## config.mk

```make
export PLATFORM = sky130hd
export DESIGN_NAME = vga_output_module
export DESIGN_NICKNAME = d
export VERILOG_FILES = /design/src/rtl/vga_output_module.sv
export SDC_FILE = /design/constraint.sdc
export NUM_CORES = 1
export LEC_CHECK = 0
export ABC_CLOCK_PERIOD_IN_PS = 6210
export CORE_MARGIN = 1
export CORE_UTILIZATION = 43
export DETAILED_ROUTE_END_ITERATION = 10
export GPL_ROUTABILITY_DRIVEN = 1
export PLACE_DENSITY = 0.85
export SLEW_MARGIN = 5
export SYNTH_ARGS = -nofsm -noshare
export SYNTH_HDL_FRONTEND = slang
export SYNTH_SLANG_ARGS = --single-unit
```

## constraint.sdc

```tcl
create_clock -name Clk -period 6.21 [get_ports Clk]
set_clock_uncertainty 0.2 [all_clocks]
set_input_delay 0.621 -clock Clk [delete_from_list [all_inputs] [get_ports Clk]]
set_output_delay 0.621 -clock Clk [all_outputs]
set_load 0.05 [all_outputs]
```

## src/rtl/vga_output_module.sv

```systemverilog
// vga_output_module: 640x480@60 VGA timing, framebuffer coordinate issue and DAC output registers
module vga_output_module #(
  parameter int H_VISIBLE = 640,
  parameter int H_FRONT   = 16,
  parameter int H_SYNC    = 96,
  parameter int H_BACK    = 48,
  parameter int V_VISIBLE = 480,
  parameter int V_FRONT   = 10,
  parameter int V_SYNC    = 2,
  parameter int V_BACK    = 33
) (
  input  logic        Clk,
  input  logic        Reset,
  input  logic [2:0]  color_in,
  output logic [16:0] output_module_coords,
  output logic        new_frame,
  output logic        vga_clk,
  output logic        vga_hs,
  output logic        vga_vs,
  output logic        vga_blank_n,
  output logic [7:0]  vga_r,
  output logic [7:0]  vga_g,
  output logic [7:0]  vga_b
);
  localparam int H_TOTAL = H_VISIBLE + H_FRONT + H_SYNC + H_BACK;
  localparam int V_TOTAL = V_VISIBLE + V_FRONT + V_SYNC + V_BACK;
  logic       phase;
  logic [9:0] h, v;
  logic       pix_en, visible, hs_raw, vs_raw, h_last, v_last;
  assign pix_en  = phase;
  assign vga_clk = phase;
  assign h_last  = h == 10'(H_TOTAL - 1);
  assign v_last  = v == 10'(V_TOTAL - 1);
  assign visible = (h < 10'(H_VISIBLE)) && (v < 10'(V_VISIBLE));
  assign hs_raw  = !((h >= 10'(H_VISIBLE + H_FRONT)) && (h < 10'(H_VISIBLE + H_FRONT + H_SYNC)));
  assign vs_raw  = !((v >= 10'(V_VISIBLE + V_FRONT)) && (v < 10'(V_VISIBLE + V_FRONT + V_SYNC)));
  // x in [16:8], y in [7:0]; each framebuffer pixel covers a 2x2 screen block
  assign output_module_coords = visible ? {h[9:1], v[8:1]} : 17'd0;
  always_ff @(posedge Clk) begin
    if (Reset) begin
      phase       <= 1'b0;
      h           <= '0;
      v           <= '0;
      new_frame   <= 1'b0;
      vga_hs      <= 1'b1;
      vga_vs      <= 1'b1;
      vga_blank_n <= 1'b0;
      vga_r       <= '0;
      vga_g       <= '0;
      vga_b       <= '0;
    end else begin
      phase     <= ~phase;
      new_frame <= pix_en && h_last && (v == 10'(V_VISIBLE + V_FRONT - 1));
      if (pix_en) begin
        h           <= h_last ? '0 : h + 10'd1;
        v           <= h_last ? (v_last ? '0 : v + 10'd1) : v;
        vga_hs      <= hs_raw;
        vga_vs      <= vs_raw;
        vga_blank_n <= visible;
        // color_in answers the coordinate issued for this same pixel
        vga_r       <= visible ? {8{color_in[2]}} : 8'd0;
        vga_g       <= visible ? {8{color_in[1]}} : 8'd0;
        vga_b       <= visible ? {8{color_in[0]}} : 8'd0;
      end
    end
  end
endmodule

```

==> results of run 1 <==
==> cell type report <==
type,instances,area (um^2)
timing repair buffer,51,508
inverter,6,22.5
tap,46,57.6
fill,321,1440
sequential,28,561
clock buffer,4,55.1
multi-input combinational,133,822
==> worst min-delay path, cell delays in order (launching register included) <==
cell and delay, ns:
dfxtp_1 0.34, o32ai_1 0.08, nand2b_1 0.06
==> state kept, by name (all words and copies together), names as in the netlist <==
signal,count
h,10
v,10
new_frame,1
vga_b,1
vga_blank_n,1
vga_clk,1
vga_g,1
vga_hs,1
vga_r,1
vga_vs,1
==> routing by layer <==
layer | vias to the layer above | share of wire
li1 | 714 | -
met5 | - | 0
met2 | 56 | 0.43
met1 | 637 | 0.50
met3 | 5 | 0.056
met4 | 0 | 0.015
==> per-stage QoR <==
stage                     std cells  instance area (um^2)  power (uW)  utilization
after floorplan                 199                  1610         253            -
after global placement          264                  1970         266        0.568
after detailed placement        264                  1970         267        0.568
after CTS                       268                  2030         378        0.584
after global routing            268                  2030         390        0.584
final                           268                  2030         377        0.584
==> power by group through the flow <==
stage | logic (uW) | registers [uW] | clock network (uW)
final | 71.9 | 191 | 114
after global routing | 74.4 | 192 | 123
after CTS | 72.1 | 191 | 115
after detailed placement | 71.7 | 195 | 0
after global placement | 71.3 | 195 | 0
after floorplan | 54.6 | 198 | 0
==> logic make-up (layout without fill, tap and decap cells) <==
kind of cell | count (synthesis) | after routing | share of synthesized area
compound gates | 27 | 27 | 0.103
simple gates | 91 | 91 | 0.314
buf+inv | 38 | 61 | 0.141
xor+xnor | 9 | 9 | 0.0490
mux | 1 | 1 | 0.00622
fa+ha+maj | 5 | 5 | 0.0389
flops | 28 | 28 | 0.348
==> final timing paths <==
path                                                 end  slack (ns)  depth (start not counted)
worst max-delay path            output_module_coords[13]        2.85                          5
worst min-delay path                              vga_hs        0.31                          2
worst max register to register                      v[9]        3.41                          4
worst min register to register                    vga_hs        0.31                          2
==> layout by cell type (no fill, tap or decap), drive strengths merged, types with 6 or more instances in the layout <==
| cell | netlist | layout |
|---|---|---|
| nor2 | 13 | 13 |
| inv | 6 | 6 |
| clkdlybuf4s50 | 0 | 50 |
| nand3 | 14 | 14 |
| and2 | 15 | 15 |
| nand2b | 7 | 7 |
| nand2 | 12 | 12 |
| a21oi | 13 | 13 |
| dfxtp | 28 | 28 |
==> flow_metrics.env, run 1 <==
export IMPL_crit_type="register to output port"
export IMPL_drive_above_1_share=0.0225
export IMPL_htreeDepth=1
export IMPL_dpl_worst_slack_ns=3.18
export IMPL_yosys_area_top_type="dfxtp_1"
export IMPL_grt_pass1_vias=1220
export IMPL_power_leakage_uw=0.000666
export IMPL_path_cells="and4_1, nor3_1, buf_4, and2_1, clkdlybuf4s50_1"
export IMPL_critical_path_startpoint="v[7]"
export IMPL_syn2layout_area_growth_pct=25.9
export IMPL_max_cap_violations=0
export IMPL_slowest_delay_ns=0.82
export IMPL_cellInternalPower_uw=264
export IMPL_rsz0062_at_grt="false"
export IMPL_dieHeight_um=63.2
export IMPL_pwr_share_comb=0.191
export IMPL_finalSetupTns_ns=0
export IMPL_synth_edf_count=0
export IMPL_clkSinkCount=28
export IMPL_overflow=0
export IMPL_period_needed_ns=3.36
export IMPL_synth_commonest_cells="28 x dfxtp_1, 22 x buf_4, 15 x and2_1, 14 x nand3_1"
export IMPL_crit_buf_inv=2
export IMPL_synthMostInstantiatedCell="dfxtp_1"
export IMPL_min_path_type="register to register"
export IMPL_cp_start_kind="register"
export IMPL_tightest_slew_ns=0.805
export IMPL_tritoncts="done"
export IMPL_seq_power_share=0.506
export IMPL_worst_slack_ns=2.85
export IMPL_clkPwrFrac=0.303
export IMPL_antenna_cells=0
export IMPL_met3_usage=0.0199
export IMPL_start_util=0.464
export IMPL_die_area_um2=3990
export IMPL_ys_flop_type="dfxtp_1"
export IMPL_postCtsHoldBufs=0
export IMPL_final_nets=233
export IMPL_clkTransAtPathRegs_ns=0.09
export IMPL_grt_pass1_wl_um=5630
export IMPL_synth_avg_cell_area_um2=8.09
export IMPL_grt_max_degree=21
export IMPL_clk_path_buf_depth=2
export IMPL_setup_violations=0
export IMPL_p_switching_uw=113
export IMPL_initialDrtViolationCount=70
export IMPL_die_x_um=63.2
export IMPL_rr_startpoint="vga_clk"
export IMPL_cts_resized=0
export IMPL_ir_drop_uv=93.2
export IMPL_fmax_mhz=297
export IMPL_routed_wl_um=3380
export IMPL_dp_final_hpwl_um=2320
export IMPL_core_um2=3470
export IMPL_wl_per_cell_um=12.6
export IMPL_first_pass_iters=4
export IMPL_vias=1412
export IMPL_ys_types=34
export IMPL_post_cts_buffers=0
export IMPL_syn_area_um2=1610
export IMPL_synthArstFlopShare=0
export IMPL_antenna_found_initial=0
export IMPL_hp_start="vga_hs"
export IMPL_finalCritPeriodShare=0.541
export IMPL_viasPerCell=5.27
export IMPL_antenna_left=0
export IMPL_hold_ws_ns=0.308
export IMPL_slew_headroom=0.459
export IMPL_ys_seq_area_frac=0.348
export IMPL_synth_seq_cells=28
export IMPL_port_buffers=50
export IMPL_yosys_top_cells_area="dfxtp_1 35%, buf_4 10%, and2_1 5.8%"
export IMPL_cts_root_buf="clkbuf_8"
export IMPL_rows=21
export IMPL_grtUsageMet1=0.231
export IMPL_crit_arrival_ns=2.54
export IMPL_drv_slew=0
export IMPL_p_sw_frac=0.299
export IMPL_power_per_cell_area_nw_per_um2=186
export IMPL_status="finished clean"
export IMPL_clock_latency_ns=0.28
export IMPL_syn_nets=209
export IMPL_hold_viol=0
export IMPL_yosys_area_top_type_share=0.348
export IMPL_drc=0
export IMPL_crit_required_ns=5.39
export IMPL_grt_usage=0.177
export IMPL_crit_family="buffers and inverters"
export IMPL_synth_warnings=0
export IMPL_slowest_stage="clkdlybuf4s50_1"
export IMPL_gp_congestion=0.913
export IMPL_num_io_pins=51
export IMPL_busiest_layer="met2"
export IMPL_numCtsBuffers=3
export IMPL_netlist_instances=199
export IMPL_met2_usage=0.290
export IMPL_crit_fanout=14
export IMPL_cp_end_kind="output port"
Power figures use the tool's default switching activity.
==> run 2, diff against run 1 <==
--- a/config.mk
+++ b/config.mk
@@ -5,12 +5,12 @@
 export SDC_FILE = /design/constraint.sdc
 export NUM_CORES = 1
 export LEC_CHECK = 0
-export ABC_CLOCK_PERIOD_IN_PS = 6210
+export ABC_CLOCK_PERIOD_IN_PS = 3090
 export CORE_MARGIN = 1
-export CORE_UTILIZATION = 43
+export CORE_UTILIZATION = 42
 export DETAILED_ROUTE_END_ITERATION = 10
 export GPL_ROUTABILITY_DRIVEN = 1
-export PLACE_DENSITY = 0.85
+export PLACE_DENSITY = 0.86
 export SLEW_MARGIN = 5
 export SYNTH_ARGS = -nofsm -noshare
 export SYNTH_HDL_FRONTEND = slang
==> constraint.sdc (replaced) <==
create_clock -name Clk -period 3.09 [get_ports Clk]
set_clock_uncertainty 0.2 [all_clocks]
set_input_delay 0.309 -clock Clk [delete_from_list [all_inputs] [get_ports Clk]]
set_output_delay 0.309 -clock Clk [all_outputs]
set_load 0.05 [all_outputs]
==> flow_metrics.env, run 2 (synthesized netlist as in run 1, its figures left out) <==
export IMPL_viasPerCell=5.30
export IMPL_cts_resized=0
export IMPL_power_per_cell_area_nw_per_um2=348
export IMPL_core_um2=3660
export IMPL_finalCritPeriodShare=0.866
export IMPL_rows=22
export IMPL_overflow=0
export IMPL_crit_fanout=7
export IMPL_crit_buf_inv=1
export IMPL_tightest_slew_ns=0.667
export IMPL_crit_arrival_ns=2.17
export IMPL_routed_wl_um=3440
export IMPL_dieHeight_um=63.9
export IMPL_post_cts_buffers=0
export IMPL_cts_root_buf="clkbuf_8"
export IMPL_setup_violations=0
export IMPL_drc=0
export IMPL_dp_final_hpwl_um=2490
export IMPL_drv_slew=0
export IMPL_path_cells="and4_1, nor4_1, clkdlybuf4s50_1"
export IMPL_clock_latency_ns=0.28
export IMPL_rsz0062_at_grt="false"
export IMPL_power_uw=763
export IMPL_largestRegisters="h (10), v (10)"
export IMPL_multi_input_area_um2=822
export IMPL_htreeDepth=1
export IMPL_wl_per_cell_um=12.6
export IMPL_cp_end_kind="output port"
export IMPL_clkSinkCount=28
export IMPL_hold_viol=0
export IMPL_postCtsHoldBufs=0
export IMPL_seq_area_um2=561
export IMPL_slowest_delay_ns=0.88
export IMPL_crit_required_ns=2.58
export IMPL_hold_ws_ns=0.304
export IMPL_numCtsBuffers=3
export IMPL_grt_max_degree=20
export IMPL_crit_family="buffers and inverters"
export IMPL_final_nets=236
export IMPL_slew_headroom=0.554
export IMPL_slowest_stage="clkdlybuf4s50_1"
export IMPL_grt_pass1_wl_um=5730
export IMPL_status="finished clean"
export IMPL_min_path_type="register to register"
export IMPL_rrSetupSlack_ns=0.53
export IMPL_port_buffers=50
export IMPL_worst_slack_ns=0.416
export IMPL_ir_drop_uv=257
export IMPL_antenna_left=0
export IMPL_finalSetupTns_ns=0
export IMPL_period_needed_ns=2.67
export IMPL_crit_type="register to output port"
export IMPL_antenna_cells=0
export IMPL_cp_start_kind="register"
export IMPL_drive_above_1_share=0.0978
export IMPL_start_util=0.440
export IMPL_grt_usage=0.176
export IMPL_antenna_found_initial=0
export IMPL_syn2layout_area_growth_pct=36.2
export IMPL_initialDrtViolationCount=39
export IMPL_power_leakage_uw=0.000747
export IMPL_clk_path_buf_depth=2
export IMPL_gp_congestion=0.830
export IMPL_die_x_um=63.9
export IMPL_num_io_pins=51
export IMPL_max_cap_violations=0
export IMPL_final_cell_mix="36 x clkdlybuf4s50_1, 28 x dfxtp_1, 15 x and2_1"
export IMPL_die_area_um2=4080
export IMPL_grt_pass1_vias=1267
export IMPL_mostFrequentLayoutCell="clkdlybuf4s50_1"
export IMPL_n_fill_cell=314
export IMPL_fmax_mhz=374
export IMPL_clkTransAtPathRegs_ns=0.10
export IMPL_first_pass_iters=4
export IMPL_vias=1448
export IMPL_dpl_worst_slack_ns=0.550
export IMPL_tritoncts="done"
==> run 2: layer usage <==
layer,share of wire,vias to the layer above,GRT usage
met5,0,-,0
met3,0.074,8,0.0464
met1,0.45,656,0.224
li1,-,725,-
met2,0.45,59,0.282
met4,0.018,0,0.0710
==> run 2: path summary, 6_finish.rpt <==
kind                                  start                 endpoint  depth (start not counted)
worst max-delay path                   v[6]  output_module_coords[8]                          3
worst min-delay path            vga_blank_n              vga_blank_n                          2
worst max register to register         h[0]                     v[7]                          5
worst min register to register  vga_blank_n              vga_blank_n                          2
==> run 2: metrics by stage <==
step,utilization,instances,area (um^2)
after global routing,0.598,273,2190
after global placement,0.583,269,2140
after detailed placement,0.583,269,2140
after floorplan,-,199,1610
after CTS,0.598,273,2190
final,0.598,273,2190
==> run 2: layout make-up <==
cell class | count | area share
well taps | 48 | 0.0274
clock buffers | 4 | 0.0251
multi-input cells | 133 | 0.375
flip-flops and latches | 28 | 0.256
inverters | 6 | 0.0103
repair buffers | 54 | 0.306
==> run 2: tightest hold or removal path, delay by kind of cell, from the launching register on <==
family           cells  cell delay (ns)
muxes                1             0.06
and+or+nand+nor      1             0.07
DFF                  1             0.34
==> run 2: power by group <==
group / leakage (uW) / switching, uW / internal [uW] / total (uW)
clock: 0.0000288 / 117 / 114 / 232
sequential: 0.000227 / 10.0 / 368 / 378
combinational: 0.000491 / 101 / 52.4 / 153
total: 0.000747 / 228 / 535 / 763
==> run 3, diff against run 2 <==
--- a/config.mk
+++ b/config.mk
@@ -6,6 +6,7 @@
 export NUM_CORES = 1
 export LEC_CHECK = 0
 export ABC_CLOCK_PERIOD_IN_PS = 3090
+export CORE_ASPECT_RATIO = 2
 export CORE_MARGIN = 1
 export CORE_UTILIZATION = 42
 export DETAILED_ROUTE_END_ITERATION = 10
==> flow_metrics.env, run 3 (synthesized netlist as in run 1, its figures left out) <==
export IMPL_fmax_mhz=386
export IMPL_first_pass_iters=4
export IMPL_grt_max_degree=20
export IMPL_period_needed_ns=2.59
export IMPL_overflow=0
export IMPL_max_cap_violations=0
export IMPL_largestRegisters="h (10), v (10)"
export IMPL_power_leakage_uw=0.000738
export IMPL_final_nets=234
export IMPL_busiest_layer="met2"
export IMPL_rows=31
export IMPL_core_um2=3650
export IMPL_fin_cells=272
export IMPL_cp_start_kind="register"
export IMPL_viasPerCell=5.36
export IMPL_clk_path_buf_depth=2
export IMPL_place_area_um2=2120
export IMPL_n_fill_cell=328
export IMPL_slew_headroom=0.484
export IMPL_drive_above_1_share=0.0897
export IMPL_dpl_worst_slack_ns=0.554
export IMPL_finalCritPeriodShare=0.839
export IMPL_placed_cells=268
export IMPL_clock_latency_ns=0.28
export IMPL_mostFrequentLayoutCell="clkdlybuf4s50_1"
export IMPL_met3_usage=0.0222
export IMPL_syn2layout_area_growth_pct=35.3
export IMPL_status="finished clean"
export IMPL_initialDrtViolationCount=33
export IMPL_min_to="vga_vs"
export IMPL_worst_slack_ns=0.499
export IMPL_crit_required_ns=2.58
export IMPL_seq_area_um2=561
export IMPL_r2r_end="v[9]"
export IMPL_final_util=0.597
export IMPL_antenna_left=0
export IMPL_min_path_type="register to register"
export IMPL_die_area_um2=4100
export IMPL_power_per_cell_area_nw_per_um2=349
export IMPL_multi_input_area_um2=822
export IMPL_rrSetupSlack_ns=0.50
export IMPL_numCtsBuffers=3
export IMPL_finalSetupTns_ns=0
export IMPL_crit_fanout=6
export IMPL_die_x_um=45.8
export IMPL_dp_final_hpwl_um=2790
export IMPL_tightest_slew_ns=0.767
export IMPL_routed_wl_um=3660
export IMPL_clkSinkCount=28
export IMPL_cp_end_kind="output port"
export IMPL_port_buffers=50
export IMPL_met2_usage=0.368
export IMPL_clkTransAtPathRegs_ns=0.09
export IMPL_start_util=0.441
export IMPL_num_io_pins=51
export IMPL_final_cell_mix="36 x clkdlybuf4s50_1, 28 x dfxtp_1, 15 x and2_1"
export IMPL_rr_startpoint="h[0]"
export IMPL_crit_arrival_ns=2.08
export IMPL_setup_violations=0
export IMPL_crit_type="register to output port"
export IMPL_min_path_cells=2
export IMPL_grt_pass1_wl_um=5830
export IMPL_grt_pass1_vias=1323
export IMPL_wl_per_cell_um=13.4
export IMPL_hold_viol=0
export IMPL_dieHeight_um=89.5
export IMPL_antenna_cells=0
export IMPL_ir_drop_uv=286
export IMPL_grtUsageMet1=0.188
export IMPL_gp_congestion=0.837
export IMPL_hp_start="vga_vs"
export IMPL_postCtsHoldBufs=0
export IMPL_rr_worst_depth=5
export IMPL_drv_slew=0
export IMPL_cts_root_buf="clkbuf_8"
export IMPL_tritoncts="done"
export IMPL_post_cts_buffers=0
export IMPL_drc=0
export IMPL_grt_usage=0.191
export IMPL_rsz0062_at_grt="false"
export IMPL_vias=1458
export IMPL_htreeDepth=1
export IMPL_antenna_found_initial=0
export IMPL_cts_resized=0
export IMPL_fin_area_um2=2180
==> run 3: changes by cell type in the layout (fill, tap and decap cells not counted) <==
cell,delta
buf_4,-2
==> run 3: critical path, stage by stage (launching register included) <==
cell and delay (ns):
dfxtp_1 0.37, and4_1 0.28, nor4_1 0.30, clkdlybuf4s50_1 0.86
==> run 3: metal layers <==
metal	part of all wire	up-vias
met5	0	-
met2	0.56	70
li1	-	720
met4	0.015	0
met3	0.043	6
met1	0.38	662
==> run 3: cell type report <==
class	count	area share
Sequential cell	28	0.257
Inverter	6	0.0103
Tap cell	49	0.0282
Clock buffer	4	0.0253
Timing Repair Buffer	52	0.301
Multi-Input combinational cell	133	0.378
==> run 3: metrics by stage <==
stage,hold slack [ns],total power [uW]
after global placement,0.274,540
after floorplan,0.269,508
final,0.303,760
after CTS,0.305,761
after detailed placement,0.283,541
after global routing,0.323,785
==> run 3: worst max-delay path by stage <==
stage	from	to	slack, ns	depth (start not counted)
6_report	v[7]	output_module_coords[8]	0.50	3
5_1_grt	h[0]	v[9]	0.36	5
3_5_place_dp	h[0]	v[8]	0.55	5
2_1_floorplan	v[7]	output_module_coords[0]	0.43	3
4_1_cts	v[8]	output_module_coords[15]	0.49	3
3_3_place_gp	h[0]	v[5]	0.63	5
==> run 3: where the power goes <==
group	leakage (uW)	switching, uW	internal (uW)
Clock	0.0000288	113	114
Sequential	0.000227	11.1	368
Combinational	0.000482	101	52.5
Total	0.000738	225	535
==> RTL edit (settings of run 2) <==
Add an input register stage for `color_in`, with the module's reset; this delays it by one clock.
--- a/src/rtl/vga_output_module.sv
+++ b/src/rtl/vga_output_module.sv
@@ -24,6 +24,17 @@
 );
   localparam int H_TOTAL = H_VISIBLE + H_FRONT + H_SYNC + H_BACK;
   localparam int V_TOTAL = V_VISIBLE + V_FRONT + V_SYNC + V_BACK;
+
+  logic [2:0] color_q;
+
+  always_ff @(posedge Clk) begin
+    if (Reset) begin
+      color_q <= '0;
+    end else begin
+      color_q <= color_in;
+    end
+  end
+
   logic       phase;
   logic [9:0] h, v;
   logic       pix_en, visible, hs_raw, vs_raw, h_last, v_last;
@@ -58,9 +69,9 @@
         vga_vs      <= vs_raw;
         vga_blank_n <= visible;
         // color_in answers the coordinate issued for this same pixel
-        vga_r       <= visible ? {8{color_in[2]}} : 8'd0;
-        vga_g       <= visible ? {8{color_in[1]}} : 8'd0;
-        vga_b       <= visible ? {8{color_in[0]}} : 8'd0;
+        vga_r       <= visible ? {8{color_q[2]}} : 8'd0;
+        vga_g       <= visible ? {8{color_q[1]}} : 8'd0;
+        vga_b       <= visible ? {8{color_q[0]}} : 8'd0;
       end
     end
   end
Check against the original RTL: not equivalent (Yosys sat finds a counterexample within 4 cycles, from zero or initial values and one cycle with Reset high).
==> RTL edit against run 2 <==
- routed wire length grew 13%
- area after synthesis increased by 12%
- final area is 4.5% higher
- setup slack got worse by 0.29 ns
- sequential cell count up 3
- power up 27%
- count of clock-buffer cells in the layout rose by 2
- non-clock buffer count down 2
==> RTL edit: results (changes against run 2) <==
Buffer share of cell area: 22.64% (-8.0 points)
Fin cells: 285 (+4.4%)
Worst slew pin tran: 0.6860 ns (+0.01912 ns)
Layout clock area frac: 5.139% (+2.6 points)
P_sw: 252.6 uW (+11%)
GR Layer Usage met1: 22.77% (+0.38 points)
Post-synthesis mux area share: 1.735% (+1.1 points)
Nonclk buf count: 52 (-3.7%)
Seq area share: 27.12% (+1.5 points)
Gpl congestion: 0.8854 (+6.7%)
Comb pwr share: 13.6% (-6.5 points)
Adder-Cell Fraction of Synth Area: 3.470% (-0.42 points)
Tot Pwr: 968.0 uW (+27%)
Reg area: 620.6 sq um (+11%)
Clock group power: 412 uW (+78%)
Largest net degree at the start of global routing: 21 (+5.0%)
CP max FO: 13 (+6)
H-tree Lvls: 2 (+1)
Mapped Nets: 218 (+4.3%)
LEAKAGE: 0.8427 nW (+13%)
VDD IR max: 0.2035 mV (-21%)
Commonest cells post-synth: dfxtp_1 (31), buf_4 (21), nor2_1 (20)
CP peak stage delay: 0.80 ns (-0.08 ns)
Post-DP Area: 0.002168 sq mm (+1.5%)
Register area share after synthesis: 34.42% (-0.42 points)
Global-route wire length before repair: 5.940 mm (+3.7%)
Die width: 67.52 um (+5.7%)
Synth Area in Compound Gates: 6.662% (-3.6 points)
Crit path DAT: 2.45 ns (+0.28 ns)
Worst-path clk slew: 0.06 ns (-0.04 ns)
Total placed cells including tap cells: 277 (+3.0%)
Status: finished, final reports clean
Overall Global Routing Usage: 18.09% (+0.44 points)
Fillers: 360 (+15%)
1st-iter DRT viols: 104 (+170%)
Multi-input combinational area share: 40.90% (+3.4 points)
Vias in the first global route: 1259 (-0.63%)
Seq_cells: 31 (+11%)
Synth area leaders: dfxtp_1 (34%), buf_4 (8.7%), nor2_1 (4.2%)
Vias/cell: 5.361 (+1.1%)
-- RTL edit: cell count changes after synthesis, moves of 4 or more --
cell      before  now
nor2_1        13   20
or4_1          5    0
buf_2          1    6
clkbuf_1       9    4
and2_1        15   11
a21oi_1       13    5
nor2b_1        0    5
nand2_1       12    7
nor4_1         5    9
-- RTL edit: metal layers --
metal | wire (um) | up-vias
li1 | - | 751
met1 | 1765 | 718
met5 | 0 | -
met2 | 1787 | 52
met4 | 93 | 0
met3 | 228 | 7
-- RTL edit: worst paths after layout --
path                          from                      end  slack [ns]  cells past startpoint
max              v[7]$_SDFFE_PP0P_  output_module_coords[6]        0.13                      4
min reg2reg  color_q[0]$_SDFF_PP0_    vga_b[6]$_SDFFE_PP0P_        0.26                      2
max reg2reg      h[0]$_SDFFE_PP0P_        v[8]$_SDFFE_PP0P_        0.99                      5
min          color_q[0]$_SDFF_PP0_    vga_b[6]$_SDFFE_PP0P_        0.26                      2
